==> src/rtl/perf_counter_bank.sv <==
// perf_counter_bank: N-channel event counters with halt gating, wrap/saturate, sticky overflow, registered read; PERF_SNAPSHOT_EN adds a snapshot bank
module perf_counter_bank #(
  parameter int NUM_CH = 4,
  parameter int CNT_W = 32,
  parameter int SEL_W = 2,
  parameter bit SAT = 1'b0,
  parameter logic [NUM_CH-1:0] HALT_MASK = {NUM_CH{1'b1}}
) (
  input  logic              clk,
  input  logic              rst,
  input  logic              halt,
  input  logic              go,
  input  logic [NUM_CH-1:0] event_in,
  input  logic              clr,
  input  logic              snap,
  input  logic [SEL_W-1:0]  rd_sel,
  input  logic              rd_snap,
  output logic [CNT_W-1:0]  rd_data,
  output logic [NUM_CH-1:0] ovf
);
  typedef enum logic {RUN, HALTED} state_t;
  state_t state, state_nxt;
  logic gate;
  logic [NUM_CH-1:0] inc;
  logic [NUM_CH-1:0][CNT_W-1:0] cnt, rd_src;
  always_ff @(posedge clk or posedge rst)
    if (rst) state <= RUN;
    else state <= state_nxt;
  always_comb begin
    state_nxt = (halt & ~go) ? HALTED : RUN;
    gate = (state == HALTED) & halt & ~go;
    inc = event_in & ~({NUM_CH{gate}} & HALT_MASK);
  end
  always_ff @(posedge clk or posedge rst)
    if (rst) begin
      cnt <= '0;
      ovf <= '0;
    end else begin
      for (int k = 0; k < NUM_CH; k++)
        if (clr) begin
          cnt[k] <= '0;
          ovf[k] <= 1'b0;
        end else if (inc[k]) begin
          cnt[k] <= (SAT && (&cnt[k])) ? cnt[k] : cnt[k] + 1'b1;
          ovf[k] <= ovf[k] | (&cnt[k]);
        end
    end
`ifdef PERF_SNAPSHOT_EN
  logic [NUM_CH-1:0][CNT_W-1:0] snap_q;
  always_ff @(posedge clk or posedge rst)
    if (rst) snap_q <= '0;
    else if (snap) snap_q <= cnt;
  assign rd_src = rd_snap ? snap_q : cnt;
`else
  logic unused_snap;
  assign unused_snap = snap ^ rd_snap;
  assign rd_src = cnt;
`endif
  always_ff @(posedge clk or posedge rst)
    if (rst) rd_data <= '0;
    else rd_data <= (32'(rd_sel) < NUM_CH) ? rd_src[rd_sel] : '0;
endmodule

==> config.mk <==
export PLATFORM = sky130hd
export DESIGN_NAME = perf_counter_bank
export DESIGN_NICKNAME = d
export VERILOG_FILES = /design/src/rtl/perf_counter_bank.sv
export SDC_FILE = /design/constraint.sdc
export NUM_CORES = 1
export LEC_CHECK = 0
export ABC_AREA = 1
export BUFFER_PORTS_ARGS = -buffer_cell sky130_fd_sc_hd__buf_2
export CORE_MARGIN = 2
export CORE_UTILIZATION = 35
export DETAILED_ROUTE_END_ITERATION = 10
export SKIP_CTS_REPAIR_TIMING = 1
export SYNTH_ARGS = -nofsm -noshare
export SYNTH_HDL_FRONTEND = slang
export SYNTH_SLANG_ARGS = --single-unit
==> constraint.sdc <==
create_clock -name clk -period 9 [get_ports clk]
set_clock_uncertainty 0.15 [all_clocks]
set_input_delay 2.7 -clock clk [delete_from_list [all_inputs] [get_ports clk]]
set_output_delay 2.7 -clock clk [all_outputs]
set_load 0.01 [all_outputs]
# After elaboration in Yosys (flattened, before gate mapping)
# Cells that the tools add are included.
# totals
out_inout_bits,36
ff_bits,165
in_bits,13
# op_classes
order_cmp,1
n_bitwise,10
mux,19
reduce_logical,8
add_sub_neg,4
# ops
cell,count
32-bit two-way mux,9
32-bit by 1-bit adder with 32-bit output (second input constant),4
32-bit AND reduction,4
32-bit binary-select mux with 2-bit select,1
1-bit two-way mux,9
2-bit nonzero test,4
4-bit bitwise AND,1
4-bit NOT,1
1-bit OR,4
1-bit bitwise AND,3
2-bit by 3-bit less-than comparator with 1-bit output (second input constant),1
1-bit NOT,1

# Longest topological paths before layout
# Gate-level depths: netlist (run 1).
# logic_depth
ltp_word,6
ltp_mapped,10

# Least setup slack after synthesis (run 1)
# OpenSTA, ideal clock, no wires.
# synth_path
path_kind,input to register
startpoint,input port go
endpoint,register cnt[95] (netlist name)
slack_ns,5.281
setup_time_ns,0.119
t_arrival_ns,3.450
cell_stages,9
cell_sequence,inv_2 -> nand3_4 -> nand2_4 -> inv_2 -> nand2_1 -> nor2_4 -> nand3_1 -> nand2_1 -> nor2_1
# synth_between
elab_chain_cells,5
# synth_rtl
item,line,rtl
from (decl),12,"input logic go,"
1-bit NOT,31,gate = (state == HALTED) & halt & ~go;
1-bit bitwise AND,31,
4-bit NOT,32,inc = event_in & ~({NUM_CH{gate}} & HALT_MASK);
4-bit bitwise AND,32,
2-bit nonzero test (no source line),n/a,
"to (signal, indexed assignment)",44,cnt[k] <= (SAT && (&cnt[k])) ? cnt[k] : cnt[k] + 1'b1;
to (decl),25,"logic [NUM_CH-1:0][CNT_W-1:0] cnt, rd_src;"
# No other way between the ends.
# A chain may end at the register's enable or synchronous reset.

# Worst setup path in the final report (run 1)
# layout_path
startpoint,input port clr
endpoint,register ovf[0]
# layout_between
elab_chain_cells,1
word_cells_on_any_way,2
cone_classes,mux (1); reduce/logical (1)
# layout_rtl
item,line,rtl
from (decl),14,"input logic clr,"
1-bit two-way mux or 2-bit nonzero test (tied branches),n/a,
"to (signal, indexed assignment)",45,ovf[k] <= ovf[k] | (&cnt[k]);
to (decl),19,output logic [NUM_CH-1:0] ovf
# Several ways; a longest one is shown, not always the timed one.

==> results of run 1 <==
final timing paths:
path | start | end | cells past startpoint
max | clr | ovf[0] | 7
min | ovf[0] | ovf[0] | 2
max reg2reg | cnt[33] | cnt[50] | 9
min reg2reg | ovf[0] | ovf[0] | 2
max in group asynchronous | rst | cnt[120] | 3
min in group asynchronous | rst | cnt[33] | 2
worst max-delay path, cell delays in order:
cell,delay [ns]
buf_2,0.25
clkinv_2,0.59
buf_4,0.65
nand2_1,0.23
inv_1,0.08
nand2_1,0.06
nand2_1,0.05
logic make-up (layout without fill, tap and decap cells):
group / after synthesis / after routing / share of synthesized area
compound gates: 242 / 242 / 0.1318
fa+ha+maj: 4 / 4 / 0.005001
buf+inv: 216 / 263 / 0.08552
flops: 165 / 165 / 0.4126
simple gates: 837 / 837 / 0.3651
sequential cells by signal, indices dropped and copies added, names as in the netlist:
register  cells
rd_data      32
cnt         128
state         1
ovf           4
metal layers:
layer | up-vias | part of all wire | track usage
met2 | 249 | 0.45 | 0.3047
met5 | - | 0.00024 | 0
met1 | 4293 | 0.47 | 0.2841
met4 | 2 | 0.033 | 0.08157
met3 | 48 | 0.054 | 0.02748
li1 | 4705 | - | -
cell usage after synthesis:
library cell / number
clkinv_1: 1
nand2_2: 15
nor3_2: 1
nor2_2: 18
buf_1: 3
nor2_4: 22
nor3_1: 12
nor3b_2: 1
o21bai_1: 15
buf_6: 3
buf_2: 6
nand3_2: 1
o21ai_0: 101
inv_1: 174
o21a_1: 1
nand3_1: 103
a31oi_1: 1
nor3_4: 1
nand4_1: 6
dfrtp_1: 165
a21oi_1: 99
nand2_1: 357
inv_6: 1
inv_2: 4
nand3_4: 1
nor2_1: 290
and2_1: 2
ha_1: 4
clkbuf_8: 1
o21bai_2: 7
clkbuf_1: 23
o22ai_1: 18
nand2_4: 7
power groups by stage:
stage,logic [mW],registers (mW),clock network (mW)
final,0.114,0.760,0.742
after global routing,0.127,0.762,0.782
after CTS,0.116,0.760,0.753
after floorplan,0.0692,0.779,0
after detailed placement,0.116,0.774,0
after global placement,0.115,0.775,0
final cells by class:
type                    instances  area [µm²]  area share
repair buffers                 51       267.8     0.02400
clock buffers                  17       425.4     0.03813
well taps                     378       473.0     0.04239
clock inverters                15       153.9     0.01379
multi-input cells            1083        5022      0.4501
flip-flops and latches        165        4129      0.3700
inverters                     180       686.9     0.06156
==> qor.yml, run 1 <==
peakVddDrop_mv: 0.1361
synth.distinct_cells: 33
cts_made_buffers: 17
fin_crit_ns: 4.486
root_buffer: "clkbuf_16"
antenna_left: 0
first_iter_violations: 882
clkLatencyLatePin_ns: 0.44
min_path_type: "reg -> reg"
p_leak_nw: 4.788
status: "finished, final reports clean"
start_util: 0.3582
gp_congestion: 0.8973
powerDensity_mw_per_mm2: 144.9
via_count: 9297
rows: 61
dieWidth_um: 173.1
cts_tree: "built"
finalCritPeriodShare: 0.4985
internal-power_mw: 1.192
r2r_slack_ns: 7.11
grt_pass1_vias: 8462
syn_to_final_growth_pct: 11.50
p_switching_mw: 0.4246
layout_commonest_cell: "nand2_1"
io_buffers: 46
final_cell_mix: "nand2_1, nor2_1, inv_1"
htreeDepth: 4
die-height_um: 173.1
drv_slew: 0
setup_slack_ns: 4.514
tns_ns: 0
overflow: 0
setup_viol: 0
wire_per_inst_um: 15.52
drc: 0
antenna_found_initial: 1
p_comb_frac: 0.070
synth_nets: 1481
crit_path_max_fanout: 87
synth_seq_cells: 165
fillers: 3012
dp.cells: 1857
whs_ns: 0.3717
via_per_inst: 4.922
timing.fmax_mhz: 222.9
wl_um: 29320
clock_path_buffers: 2
total_power_mw: 1.616
cp_data_arrival_time_ns: 4.67
synthCells: 1464
crit_required_ns: 9.18
final_core_util: 0.3994
final_cell_count_no_fill: 1889
core_area_mm2: 0.02793
clock-sinks: 165
grt_first_pass_wirelength_um: 47280
postLayoutCellArea_mm2: 0.01116
clk_pin_slew_ns: 0.07
rsz0062_at_grt: "false"
slew_headroom: 0.3785
tightest_slew_ns: 0.9323
syn_area_mm2: 0.01001
track_usage: 0.1995
pwr-share-clk: 0.459
nets: 1515
dieArea_mm2: 0.02996
path_class: "in -> reg"
synth.top_cells.by_area: "dfrtp_1, nand2_1, nor2_1"
power_frac_seq: 0.470
drive_gt1_frac: 0.1092
synth_top_area_share: 0.4126
dpl_cell_area_mm2: 0.01058
crit_path_start_kind: "primary input"
yosysWarnings: 0
maxCapViolCount: 0
ios: 49
dp_slack_ns: 4.081
p_sw_frac: 0.2627
grt_max_degree: 89
end_kind: "flip-flop"
drt-pass1-iter-count: 5
dp_hpwl_um: 21490
n_antenna_cell: 0
synth_seq_area_share: 0.4126
avgSynthCellArea_um2: 6.835
final_hold_viol_count: 0
synth.largest_area_cell: "dfrtp_1"
Note: power is estimated with default switching activity, not from simulation.
==> inputs of run 2 (changes only) <==
clock period = 3.73 ns   (was 9 ns; I/O delays follow)
==> run 2 against run 1 <==
Die area stayed put. Sequential share of layout area shrank 0.50 points. Utilization is 0.55 points higher. Wire length shrank 0.23%. First-iteration DRC count shrank 5.8%. Clock power rose to 2.8 times the previous value. Power grew to 2.6 times the previous value. Via count grew 0.61%. Largest cell class unchanged. Highest routed layer is now met4.
==> qor.yml, run 2 (synthesized netlist as in run 1, its figures left out) <==
crit_path_max_fanout: 24  # was 87
path_class: "in -> reg"  # unchanged
dieArea_mm2: 0.02996  # unchanged
drt-pass1-iter-count: 6  # was 5
powerDensity_mw_per_mm2: 370.0  # was 144.9 mW/mm²
maxCapViolCount: 0  # unchanged
regMostFlops: "cnt"  # unchanged
reg2reg_depth: 9  # unchanged
antenna_left: 0  # unchanged
cts_tree: "built"  # unchanged
reg2reg_to: "cnt[50]"  # unchanged
htreeDepth: 4  # unchanged
final_core_util: 0.4050  # was 0.3994
crit_path_start_kind: "primary input"  # unchanged
start_util: 0.3582  # unchanged
clkLatencyLatePin_ns: 0.44  # about the same
root_buffer: "clkbuf_16"  # unchanged
rsz0062_at_grt: "false"  # unchanged
tns_ns: 0  # unchanged
wire_per_inst_um: 15.46  # was 15.52 µm
drv_slew: 0  # unchanged
dp_hpwl_um: 21610  # was 21490 µm
clock_path_buffers: 2  # unchanged
holdPathEnd: "ovf[0]"  # unchanged
die-height_um: 173.1  # unchanged
fin_crit_ns: 2.411
min_path_cells: 2  # unchanged
syn_to_final_growth_pct: 13.04  # was 11.50%
slew_headroom: 0.4545  # was 0.3785
peakVddDrop_mv: 0.3404  # was 0.1361 mV
antenna_found_initial: 0  # was 1
overflow: 0  # unchanged
worstHoldStart: "ovf[0]"  # unchanged
status: "finished, final reports clean"  # unchanged
r2r_slack_ns: 1.84  # was 7.11 ns
core_area_mm2: 0.02793  # unchanged
p_leak_nw: 4.877  # was 4.788 nW
final_hold_viol_count: 0  # unchanged
gp_congestion: 0.8905  # was 0.8973
grt_pass1_vias: 8611  # was 8462
crit_required_ns: 3.91  # was 9.18 ns
drive_gt1_frac: 0.1110  # was 0.1092
grt_max_degree: 133  # was 89
rows: 61  # unchanged
via_count: 9354  # was 9297
ios: 49  # unchanged
dieWidth_um: 173.1  # unchanged
track_usage: 0.1980  # was 0.1995
cp_data_arrival_time_ns: 2.59  # was 4.67 ns
cts_made_buffers: 17  # unchanged
io_buffers: 46  # unchanged
min_path_type: "reg -> reg"  # unchanged
drc: 0  # unchanged
finalCritPeriodShare: 0.6464
grt_first_pass_wirelength_um: 46850  # was 47280 µm
nets: 1518  # was 1515
setup_viol: 0  # unchanged
clk_pin_slew_ns: 0.07  # about the same
clock-sinks: 165  # unchanged
final_cell_mix: "nand2_1, nor2_1, inv_1"  # unchanged
layout_commonest_cell: "nand2_1"  # unchanged
reg_top3: "cnt x128, rd_data x32, ovf x4"  # unchanged
end_kind: "flip-flop"  # unchanged
largest_reg_flops: 128  # unchanged
first_iter_violations: 831  # was 882
n_antenna_cell: 0  # unchanged
r2r_start: "cnt[33]"  # unchanged
timing.fmax_mhz: 414.8
tightest_slew_ns: 0.8183  # was 0.9323 ns
wl_um: 29260  # was 29320 µm
via_per_inst: 4.944  # was 4.922
==> run 2: cell count changes in the layout (fill, tap and decap cells not counted), moves of 2 or more <==
cell and delta:
buf_12 +2, clkinvlp_4 -5, clkinv_4 +3, inv_6 -2, bufinv_16 +4, clkinv_2 -2
==> run 2: per-stage QoR <==
| stage | area [µm²] | cells | setup slack (ns) | hold WS, ns | power, mW |
|---|---|---|---|---|---|
| 2_1_floorplan | 10010 | 1464 | 0.3622 | 0.3208 | 2.047 |
| 3_3_place_gp | 10630 | 1860 | 0.8914 | 0.3421 | 2.150 |
| 3_5_place_dp | 10630 | 1860 | 0.9128 | 0.3563 | 2.150 |
| 4_1_cts | 11310 | 1892 | 1.364 | 0.3760 | 4.230 |
| 5_1_grt | 11310 | 1892 | 1.211 | 0.3960 | 4.339 |
| 6_report | 11310 | 1892 | 1.319 | 0.3662 | 4.185 |
==> run 2: cell type report <==
cell class / count / area (µm²)
clock inverter: 14 / 247.7
multi-input combinational: 1083 / 5022
timing repair buffer: 54 / 315.3
fill: 2993 / 16620
inverter: 180 / 685.7
sequential: 165 / 4129
tap: 378 / 473.0
clock buffer: 18 / 439.2
==> run 2: how the worst max path moves through the flow <==
stage              start           to  slack (ns)  cells after the start
3_5_place_dp   rd_sel[1]  rd_data[13]        0.91                      6
2_1_floorplan        rst       cnt[0]        0.36                      1
4_1_cts        rd_sel[1]  rd_data[13]        1.36                      6
6_report       rd_sel[1]  rd_data[13]        1.32                      6
5_1_grt        rd_sel[1]  rd_data[11]        1.21                      6
3_3_place_gp   rd_sel[1]  rd_data[13]        0.89                      6
==> run 2: critical path: stages <==
cell and delay [ns]:
buf_2 0.11, clkinv_1 0.52, buf_4 0.45, o21ai_0 0.09
a21oi_1 0.06, a21oi_1 0.24
==> run 2: report_power, final <==
group | switching [mW] | internal (mW)
Clock | 0.787 | 1.29
Combinational | 0.203 | 0.0740
Sequential | 0.0171 | 1.82
Total | 1.01 | 3.18
==> run 2: layer usage <==
| layer | up-vias | global-route usage | share of wire |
|---|---|---|---|
| met5 | - | 0 | 0 |
| met4 | 0 | 0.09816 | 0.045 |
| met3 | 64 | 0.02419 | 0.047 |
| met2 | 255 | 0.3012 | 0.44 |
| met1 | 4338 | 0.2781 | 0.47 |
| li1 | 4697 | - | - |
